[src/rtl/seg_scan_capture.sv]
// seg_scan_capture
//   Recovers the displayed value of an 8-digit multiplexed 7-segment display
//   by watching its digit-select and segment buses. Each digit is sampled once
//   its select has been stable long enough. Digits are collected into a shadow
//   frame, and the frame is published atomically once all eight digits have
//   been seen.
//
// Optional feature macro: SEG_CAPTURE_DP_EN
//   When defined, the decimal point is captured per digit and driven on dp_out.
//   When undefined, dp_out does not exist and seg[7] is ignored.
//
// Ports
//   CLK_50        in   1   sole clock, rising edge
//   nCR           in   1   asynchronous active-low reset
//   sel           in   8   digit select, bit n selects digit n
//   seg           in   8   segment bus, bit 7 dp, bits 6..0 g..a
//   digit_code    out 32   hex code per digit, digit n at bits 4n+3..4n
//   digit_valid   out  8   digit n decoded to a legal pattern in the last frame
//   frame_done    out  1   one-cycle pulse when a frame is published
//   frame_changed out  1   pulse with frame_done when published content changed
//   scan_lost     out  1   no capture seen for TIMEOUT_CYC cycles
//   dp_out        out  8   decimal point per digit (SEG_CAPTURE_DP_EN only)
//
// FSM states
//   state     | meaning
//   ST_BLANK  | select is all-zero or multi-hot; nothing to sample
//   ST_SETTLE | select is one-hot and is counting stable cycles
//   ST_HELD   | digit captured; waiting for the select to change
module seg_scan_capture #(
  parameter int SETTLE_CYC  = 16,
  parameter int TIMEOUT_CYC = 500000,
  parameter bit ACTIVE_LOW  = 1'b1
) (
  input  logic        CLK_50,
  input  logic        nCR,
  input  logic [7:0]  sel,
  input  logic [7:0]  seg,
  output logic [31:0] digit_code,
  output logic [7:0]  digit_valid,
  output logic        frame_done,
  output logic        frame_changed,
  output logic        scan_lost
`ifdef SEG_CAPTURE_DP_EN
  ,
  output logic [7:0]  dp_out
`endif
);

  localparam int            IW          = $clog2(TIMEOUT_CYC + 1);
  localparam logic [IW-1:0] IDLE_MAX    = IW'(TIMEOUT_CYC);
  localparam logic [7:0]    SETTLE_LAST = 8'(SETTLE_CYC - 1);

  typedef enum logic [1:0] {ST_BLANK, ST_SETTLE, ST_HELD} state_t;

  // Two-stage input synchronisers.
  logic [7:0] sel_s1_q, sel_s2_q;
  logic [7:0] seg_s1_q, seg_s2_q;

  always_ff @(posedge CLK_50 or negedge nCR) begin
    if (!nCR) begin
      sel_s1_q <= '0;
      sel_s2_q <= '0;
      seg_s1_q <= '0;
      seg_s2_q <= '0;
    end else begin
      sel_s1_q <= sel;
      sel_s2_q <= sel_s1_q;
      seg_s1_q <= seg;
      seg_s2_q <= seg_s1_q;
    end
  end

  // Everything downstream works on active-high select and segments.
  logic [7:0] sel_n, seg_n;
  assign sel_n = ACTIVE_LOW ? ~sel_s2_q : sel_s2_q;
  assign seg_n = ACTIVE_LOW ? ~seg_s2_q : seg_s2_q;

  state_t        state_q;
  logic [7:0]    sel_prev_q;
  logic [7:0]    cnt_q;
  logic [IW-1:0] idle_q;
  logic [7:0]    mask_q;
  logic [31:0]   shadow_code_q;
  logic [7:0]    shadow_valid_q;
  logic [31:0]   digit_code_q;
  logic [7:0]    digit_valid_q;
  logic          frame_done_q;
  logic          frame_changed_q;
  logic          scan_lost_q;
`ifdef SEG_CAPTURE_DP_EN
  logic [7:0]    shadow_dp_q;
  logic [7:0]    dp_q;
`else
  logic          unused_seg_dp;
  assign unused_seg_dp = seg_n[7];
`endif

  function automatic logic [4:0] seg_decode(input logic [6:0] pat);
    logic [4:0] r;
    case (pat)
      7'h3F: r = 5'h10;
      7'h06: r = 5'h11;
      7'h5B: r = 5'h12;
      7'h4F: r = 5'h13;
      7'h66: r = 5'h14;
      7'h6D: r = 5'h15;
      7'h7D: r = 5'h16;
      7'h07: r = 5'h17;
      7'h7F: r = 5'h18;
      7'h6F: r = 5'h19;
      7'h77: r = 5'h1A;
      7'h7C: r = 5'h1B;
      7'h39: r = 5'h1C;
      7'h5E: r = 5'h1D;
      7'h79: r = 5'h1E;
      7'h71: r = 5'h1F;
      default: r = 5'h00;
    endcase
    return r;
  endfunction

  logic       sel_change, sel_onehot, capture, mask_full, pub_diff;
  logic [2:0] sel_idx;
  logic [4:0] cap_dec;

  assign sel_change = (sel_n != sel_prev_q);
  assign sel_onehot = (sel_n != 8'h00) && ((sel_n & (sel_n - 8'd1)) == 8'h00);
  assign capture    = (state_q == ST_SETTLE) && !sel_change && (cnt_q == SETTLE_LAST);
  assign mask_full  = (mask_q == 8'hFF);
  assign cap_dec    = seg_decode(seg_n[6:0]);

`ifdef SEG_CAPTURE_DP_EN
  assign pub_diff = {shadow_code_q, shadow_valid_q, shadow_dp_q} !=
                    {digit_code_q, digit_valid_q, dp_q};
`else
  assign pub_diff = {shadow_code_q, shadow_valid_q} != {digit_code_q, digit_valid_q};
`endif

  always_comb begin
    sel_idx = 3'd0;
    for (int i = 0; i < 8; i++) begin
      if (sel_n[i]) sel_idx = 3'(i);
    end
  end

  always_ff @(posedge CLK_50 or negedge nCR) begin
    if (!nCR) begin
      state_q         <= ST_BLANK;
      sel_prev_q      <= '0;
      cnt_q           <= '0;
      idle_q          <= '0;
      mask_q          <= '0;
      shadow_code_q   <= '0;
      shadow_valid_q  <= '0;
      digit_code_q    <= '0;
      digit_valid_q   <= '0;
      frame_done_q    <= 1'b0;
      frame_changed_q <= 1'b0;
      scan_lost_q     <= 1'b0;
`ifdef SEG_CAPTURE_DP_EN
      shadow_dp_q     <= '0;
      dp_q            <= '0;
`endif
    end else begin
      frame_done_q    <= 1'b0;
      frame_changed_q <= 1'b0;

      if (sel_change) begin
        sel_prev_q <= sel_n;
        cnt_q      <= '0;
        state_q    <= sel_onehot ? ST_SETTLE : ST_BLANK;
      end else if (state_q == ST_SETTLE) begin
        if (cnt_q == SETTLE_LAST) state_q <= ST_HELD;
        else                      cnt_q   <= cnt_q + 8'd1;
      end

      if (capture) begin
        shadow_code_q[{sel_idx, 2'b00} +: 4] <= cap_dec[3:0];
        shadow_valid_q[sel_idx]              <= cap_dec[4];
`ifdef SEG_CAPTURE_DP_EN
        shadow_dp_q[sel_idx]                 <= seg_n[7];
`endif
        // A capture landing on the publish cycle starts the next frame.
        mask_q      <= (mask_full ? 8'h00 : mask_q) | sel_n;
        idle_q      <= '0;
        scan_lost_q <= 1'b0;
      end else if (idle_q == IDLE_MAX) begin
        // Stalled scan: drop the partial frame so a full one is needed again.
        scan_lost_q <= 1'b1;
        mask_q      <= '0;
      end else begin
        idle_q <= idle_q + IW'(1);
        if (mask_full) mask_q <= '0;
      end

      // The completing capture is already in the shadow when the mask reads full.
      if (mask_full) begin
        digit_code_q    <= shadow_code_q;
        digit_valid_q   <= shadow_valid_q;
`ifdef SEG_CAPTURE_DP_EN
        dp_q            <= shadow_dp_q;
`endif
        frame_done_q    <= 1'b1;
        frame_changed_q <= pub_diff;
      end
    end
  end

  assign digit_code    = digit_code_q;
  assign digit_valid   = digit_valid_q;
  assign frame_done    = frame_done_q;
  assign frame_changed = frame_changed_q;
  assign scan_lost     = scan_lost_q;
`ifdef SEG_CAPTURE_DP_EN
  assign dp_out        = dp_q;
`endif

endmodule

[config.mk]
export PLATFORM = sky130hd
export DESIGN_NAME = seg_scan_capture
export DESIGN_NICKNAME = d
export VERILOG_FILES = /design/src/rtl/seg_scan_capture.sv
export SDC_FILE = /design/constraint.sdc
export NUM_CORES = 1
export LEC_CHECK = 0
export CAP_MARGIN = 40
export CORE_MARGIN = 2
export CORE_UTILIZATION = 50
export CTS_CLUSTER_SIZE = 24
export DETAILED_ROUTE_END_ITERATION = 6
export PLACE_DENSITY = 0.67
export SYNTH_ARGS = -nofsm -noshare
export SYNTH_HDL_FRONTEND = slang
export SYNTH_SLANG_ARGS = --single-unit
[constraint.sdc]
create_clock -name CLK_50 -period 3.41 [get_ports CLK_50]
set_input_delay 0.341 -clock CLK_50 [delete_from_list [all_inputs] [get_ports CLK_50]]
set_output_delay 0.341 -clock CLK_50 [all_outputs]
set_load 0.05 [all_outputs]
==> results_dict.tcl <==
set metrics [dict create \
    status "completed" \
    final_nets 655 \
    antenna_found_initial 0 \
    grt_pass1_wl_mm 23.1 \
    postSynthRegisterBits 158 \
    cts_tree "built" \
    p_clk_share_pct 47.1 \
    portBuffers 59 \
    crit_type "reg -> reg" \
    clkLatencyLatePin_ns 0.43 \
    grt_use_total_pct 20.2 \
    ir_drop_v 0.000309 \
    ys_warn_count 0 \
    synth_area_per_cell_um2 12.4 \
    preCtsSetupSlack_ns 0.357 \
    tns_ns 0 \
    crit_top_cell "ha_1" \
    clock.fmax_ghz 0.318 \
    cts_setup_buffers 0 \
    wl_mm 13.7 \
    synth.most_common_cell "dfrtp_1" \
    drtIter0Drc 353 \
    switchingPower_mw 0.828 \
    leakage_nw 4.06 \
    synth_top_area_share_pct 56.1 \
    combinationalPowerShare_pct 3.2 \
    worstSetupEndpointType "flop" \
    viasPerCell 5.50 \
    design_area_um2 8410 \
    synth_edf_count 0 \
    first_pass_iters 4 \
    synth.area.top_cells "dfrtp_1 (56%), mux2_2 (11%), xor2_1 (7.1%)" \
    place.gp.congestion 0.790 \
    io-pin-count 61 \
    path_clk_slew_ns 0.06 \
    period_needed_ns 3.15 \
    htree_levels 4 \
    die_area_um2 15100 \
    cp.required_ns 3.71 \
    cts_sinks 158 \
    overflow 0 \
    syn_area_um2 7050 \
    cp_slowest_cell "or4b_4" \
    synth_ff_type "dfrtp_1" \
    die_h_um 123 \
    cp_max_fo 8 \
    p_sw_share_pct 21.3 \
    initial_core_util_pct 51.0 \
    ctsResizeCount 0 \
    total_power_mw 3.88 \
    drtAntennaViolNets 0 \
    yosys.area.top_type "dfrtp_1" \
    first_global_vias 4583 \
    worst_slew_pin_slew_ns 0.731 \
    final_max_slew_viol_count 0 \
    power_frac_seq_pct 49.6 \
    setup_slack_ns 0.264 \
    synth_cells 568 \
    postCtsHoldBufs 1 \
    vias 4517 \
    seq_area_um2 3950 \
    drive_gt1_share_pct 19.8 \
    dp_hpwl_mm 9.61 \
    cts_buffers 17 \
    areaGrowthSynthToFinish_pct 19.4 \
    grt_max_degree 82 \
    diodes 0 \
    drc_errors 0 \
    wl_per_cell_um 16.6 \
    cpPeakStageDelay_ns 0.58 \
    finalSetupViolations 0 \
    slew_headroom_pct 51.3 \
    fillers 1068 \
    start_kind "flop" \
    clk_path_buf_depth 2 \
    die_w_um 123 \
    num_rows 43 \
    finalCritPeriodShare_pct 92.3 \
    worstPathArrival_ns 3.45 \
    final_hold_viol_count 0 \
    placed_area_um2 7830 \
    async_reset_ff_share_pct 100 \
    hp-class "reg -> reg" \
    multi_input_area_um2 2930 \
    core_area_um2 13800 \
    p_int_mw 3.05 \
    p_per_area_nw_per_um2 461 \
    ys_seq_area_share_pct 56.1 \
    clock_skew_ns 0.0120 \
    rsz0062_at_grt "false" \
    cts-root-buf "clkbuf_16" \
    crit_chain "nand2b_1, a211oi_2, nor2_1, ha_1, ha_1, nor4_1, or4b_4, mux2_1" \
    synth.distinct_cells 62 \
    synth_commonest_cells "dfrtp_1 (158), mux2_2 (69), xor2_1 (57)" \
    synth_fp_nets 592 \
    fin_util_pct 60.8 \
    maxCapViolations 0 \
]
==> power by group through the flow <==
| stage | sequential [mW] | combinational [mW] | clock [mW] |
|---|---|---|---|
| floorplan | 1.94 | 0.0740 | 0 |
| global placement | 1.96 | 0.124 | 0 |
| detailed placement | 1.96 | 0.128 | 0 |
| CTS | 1.92 | 0.129 | 1.87 |
| global route | 1.93 | 0.142 | 1.96 |
| finish | 1.93 | 0.125 | 1.83 |
==> routing by layer <==
metal  global-route usage, %  vias up  share of wire (%)  wire [µm]
met5                       0        -                  0          0
met4                    8.26        0                1.9        259
met3                    4.28       20                3.8        525
met2                    32.0       93                 48       6600
met1                    27.1     2266                 46       6300
li1                        -     2138                  -          -
==> state kept, by name (all words and copies together) (netlist names) <==
| name | cells |
|---|---|
| frame_done | 1 |
| cnt_q | 8 |
| frame_changed | 1 |
| sel_prev_q | 8 |
| idle_q | 19 |
| sel_s1_q | 8 |
| digit_code | 32 |
| mask_q | 8 |
| digit_valid | 8 |
| scan_lost | 1 |
| state_q | 2 |
| seg_s1_q | 7 |
| shadow_code_q | 32 |
| shadow_valid_q | 8 |
| seg_s2_q | 7 |
| sel_s2_q | 8 |
==> worst paths after layout <==
kind	from	endpoint	slack, ns	cells after the start
setup / recovery	sel_s2_q[1]	shadow_code_q[24]	0.26	8
hold / removal	sel_s1_q[0]	sel_s2_q[0]	0.35	0
setup reg to reg	sel_s2_q[1]	shadow_code_q[24]	0.26	8
hold reg to reg	sel_s1_q[0]	sel_s2_q[0]	0.35	0
max in group asynchronous	nCR	cnt_q[6]	2.01	3
min in group asynchronous	nCR	seg_s2_q[6]	0.53	2
==> kinds of logic (layout without fill, tap and decap cells) <==
logic type	Yosys count	in the layout	synth area share [%]
flops	158	158	56.1
compound gates	40	40	4.10
mux	81	81	13.1
simple gates	171	171	13.9
buf+inv	38	112	2.42
fa+ha+maj	7	7	1.21
xor+xnor	73	73	9.07
==> worst max-delay path, delay by kind of cell, from the launching register on <==
| family | cells | cell delay (ns) |
|---|---|---|
| AND/OR/NAND/NOR | 4 | 1.42 |
| adder cells (fa/ha/maj) | 2 | 0.50 |
| flip-flops | 1 | 0.46 |
| multiplexers | 1 | 0.33 |
| AO/OA/AOI/OAI | 1 | 0.30 |
==> stage by stage <==
stage	hold WS, ns	cells
6_report	0.345	822
5_1_grt	0.342	822
4_1_cts	0.338	822
3_5_place_dp	0.335	791
3_3_place_gp	0.331	790
2_1_floorplan	0.0454	568
==> cell type report <==
| type | instances | share of cell area (%) |
|---|---|---|
| Clock buffer | 20 | 5.43 |
| Clock inverter | 10 | 1.37 |
| Inverter | 13 | 0.580 |
| Multi-Input combinational cell | 372 | 34.8 |
| Sequential cell | 158 | 47.0 |
| Tap cell | 180 | 2.68 |
| Timing Repair Buffer | 69 | 8.14 |
==> layout by cell type, fill, tap and decap left out, types with 4 or more instances in the layout <==
cell	netlist	routed
inv_1	12	12
mux2_1	7	7
buf_4	4	7
xor2_1	57	57
xnor2_1	16	16
clkdlybuf4s50_1	0	58
nand3_1	20	20
nand4_1	16	16
and3_1	6	6
a21oi_1	8	8
nor2_1	38	37
o2bb2ai_1	7	7
clkbuf_16	0	17
nor2b_1	4	4
mux2_2	69	69
dfrtp_1	158	158
o21ai_0	7	7
ha_1	6	6
nand2_1	25	25
nor3_1	12	12
nor4_1	17	17
mux2_4	4	4
nor4b_1	4	4
Note: power is estimated with default switching activity, not from simulation.
==> edit, RTL diff (same flow settings) <==
Encoding of `state_t`: now one-hot (3 bits for 3 states).
--- a/src/rtl/seg_scan_capture.sv
+++ b/src/rtl/seg_scan_capture.sv
@@ -50,7 +50,7 @@
   localparam logic [IW-1:0] IDLE_MAX    = IW'(TIMEOUT_CYC);
   localparam logic [7:0]    SETTLE_LAST = 8'(SETTLE_CYC - 1);
 
-  typedef enum logic [1:0] {ST_BLANK, ST_SETTLE, ST_HELD} state_t;
+  typedef enum logic [2:0] {ST_BLANK = 3'b001, ST_SETTLE = 3'b010, ST_HELD = 3'b100} state_t;
 
   // Two-stage input synchronisers.
   logic [7:0] sel_s1_q, sel_s2_q;
Behaviour: same outputs for any inputs over 10 cycles, from zero or initial values; not proved beyond that.
==> edit against the unedited design <==
Worst setup slack better by 320 ps; sequential cell count increased by 1; via count rose by 1.4%; area after synthesis barely moved; critical path type unchanged; critical endpoint is now shadow_code_q[16]; power increased by 3.5%; routed wire length increased by 1.6%; hold slack better by 2.1 ps; cell area increased by 0.33%.
==> edit: results (changes against the unedited design) <==
- The run finished with clean final reports.
* Sequential element share of the synthesized area: 56.5% (+0.33 points)
- CTS-repair resized insts: 0 (unchanged)
- Critical-path maximum fanout: 10 (+2)
- Fillers: 1077 (+0.84%)
- The weighted congestion reported at the end of routability-driven placement was 0.868 (+9.9%).
- GRT Overall Usage: 20.3% (+0.16 points)
* Wire length of the first global-routing pass: 23.1 mm (-0.12%)
- The data arrival time at the worst-slack endpoint came to 3130 ps (-320 ps).
- Detail Placement HPWL: 9.88 mm (+2.8%)
- The clock latency on the worst-skew pair is 430 ps (about the same).
- The final count of hold timing violations is 0 (unchanged).
- Antenna violations before repair: 0 (unchanged)
* Post-synthesis cell type count: 61 (-1.6%)
* Net Count, Synth: 599 (+1.2%)
- Tightest slew margin relative to the limit: 58.9% (+7.7 points)
* Total iterations of the first detailed-routing run: 4 (unchanged)
- By area the synthesized netlist is led by dfrtp_1, mux2_2, xor2_1.
- The cts-stage hold buffer count was 1 (unchanged).
- CP peak stage delay: 510 ps (-70 ps)
- Via-per-instance ratio: 5.53 (+0.58%)
* Violation count after the first detailed-route iteration: 322 (-8.8%)
- Via count of the first global-routing pass: 4553 (-0.65%)
- The worst clock skew came to 9.44 ps (-2.52 ps).
- The net count of the finished layout came to 662 (+1.1%).
* Most frequent cells after synthesis: dfrtp_1, mux2_2, xor2_1
* Pin count of the biggest net entering global routing: 65 (-21%)
- The maximum VDD drop came to 0.000347 V (+13%).
* Total leakage power: 0.00405 uW (-0.10%)
- Max stage delay cell, worst path: dfrtp_1
* Type of the worst min-delay path: register to register
- Fraction of layout cells with a size suffix above 1: 18.5% (-1.3 points)
- Final wirelength: 13.9 mm (+1.6%)
edit: area by class of cell:
type | instances | area, um2 | area share, %
Clock buffer | 24 | 502 | 5.94
Tap cell | 180 | 225 | 2.67
Clock inverter | 6 | 105 | 1.25
Inverter | 15 | 56.3 | 0.667
Sequential cell | 159 | 3980 | 47.2
Timing Repair Buffer | 67 | 667 | 7.90
Multi-Input combinational cell | 378 | 2910 | 34.4
edit: final timing paths:
kind | start | to | slack [ps] | depth (start not counted)
worst max-delay path | sel_s2_q[4] | shadow_code_q[16] | 580 | 8
worst min-delay path | sel_s1_q[7] | sel_s2_q[7] | 350 | 0
worst max register to register | sel_s2_q[4] | shadow_code_q[16] | 580 | 8
worst min register to register | sel_s1_q[7] | sel_s2_q[7] | 350 | 0
max in group asynchronous | nCR | digit_code[1] | 2070 | 3
min in group asynchronous | nCR | digit_code[23] | 450 | 2
edit: power by group:
part           switching [uW]  leakage, uW  internal [uW]
logic                    82.7      0.00163           50.4
clock network             704     0.000302           1240
registers                28.6      0.00212           1910
edit: worst max-delay path, delay by kind of cell (launching register included):
family | cells | cell delay [ps]
simple gates | 3 | 950
flops | 1 | 510
fa+ha+maj | 2 | 510
mux | 1 | 360
compound gates | 1 | 280
buf+inv | 1 | 100
edit: metal layers:
layer	up-vias	part of all wire, %	GRT usage (%)
met5	-	0	0
met4	0	2.2	9.34
met3	26	3.5	5.11
met2	95	49	31.9
met1	2283	46	26.6
li1	2178	-	-
edit: cell families after synthesis:
logic type	Yosys count	synth area share, %
AND/OR/NAND/NOR	162	13.4
AO/OA/AOI/OAI	67	6.25
multiplexers	74	11.8
buffers and inverters	38	2.45
XOR/XNOR	69	8.57
adder cells (fa/ha/maj)	6	1.06
flip-flops	159	56.5
edit: metrics by stage:
step	area (um2)	worst slack, ps	total power [uW]	instances	hold WS [ps]
floorplan	7050	603	2030	575	45.4
global placement	7820	693	2100	798	334
CTS	8440	570	4060	829	335
finish	8440	581	4010	829	348
detailed placement	7820	576	2110	798	336
global route	8440	326	4150	829	338
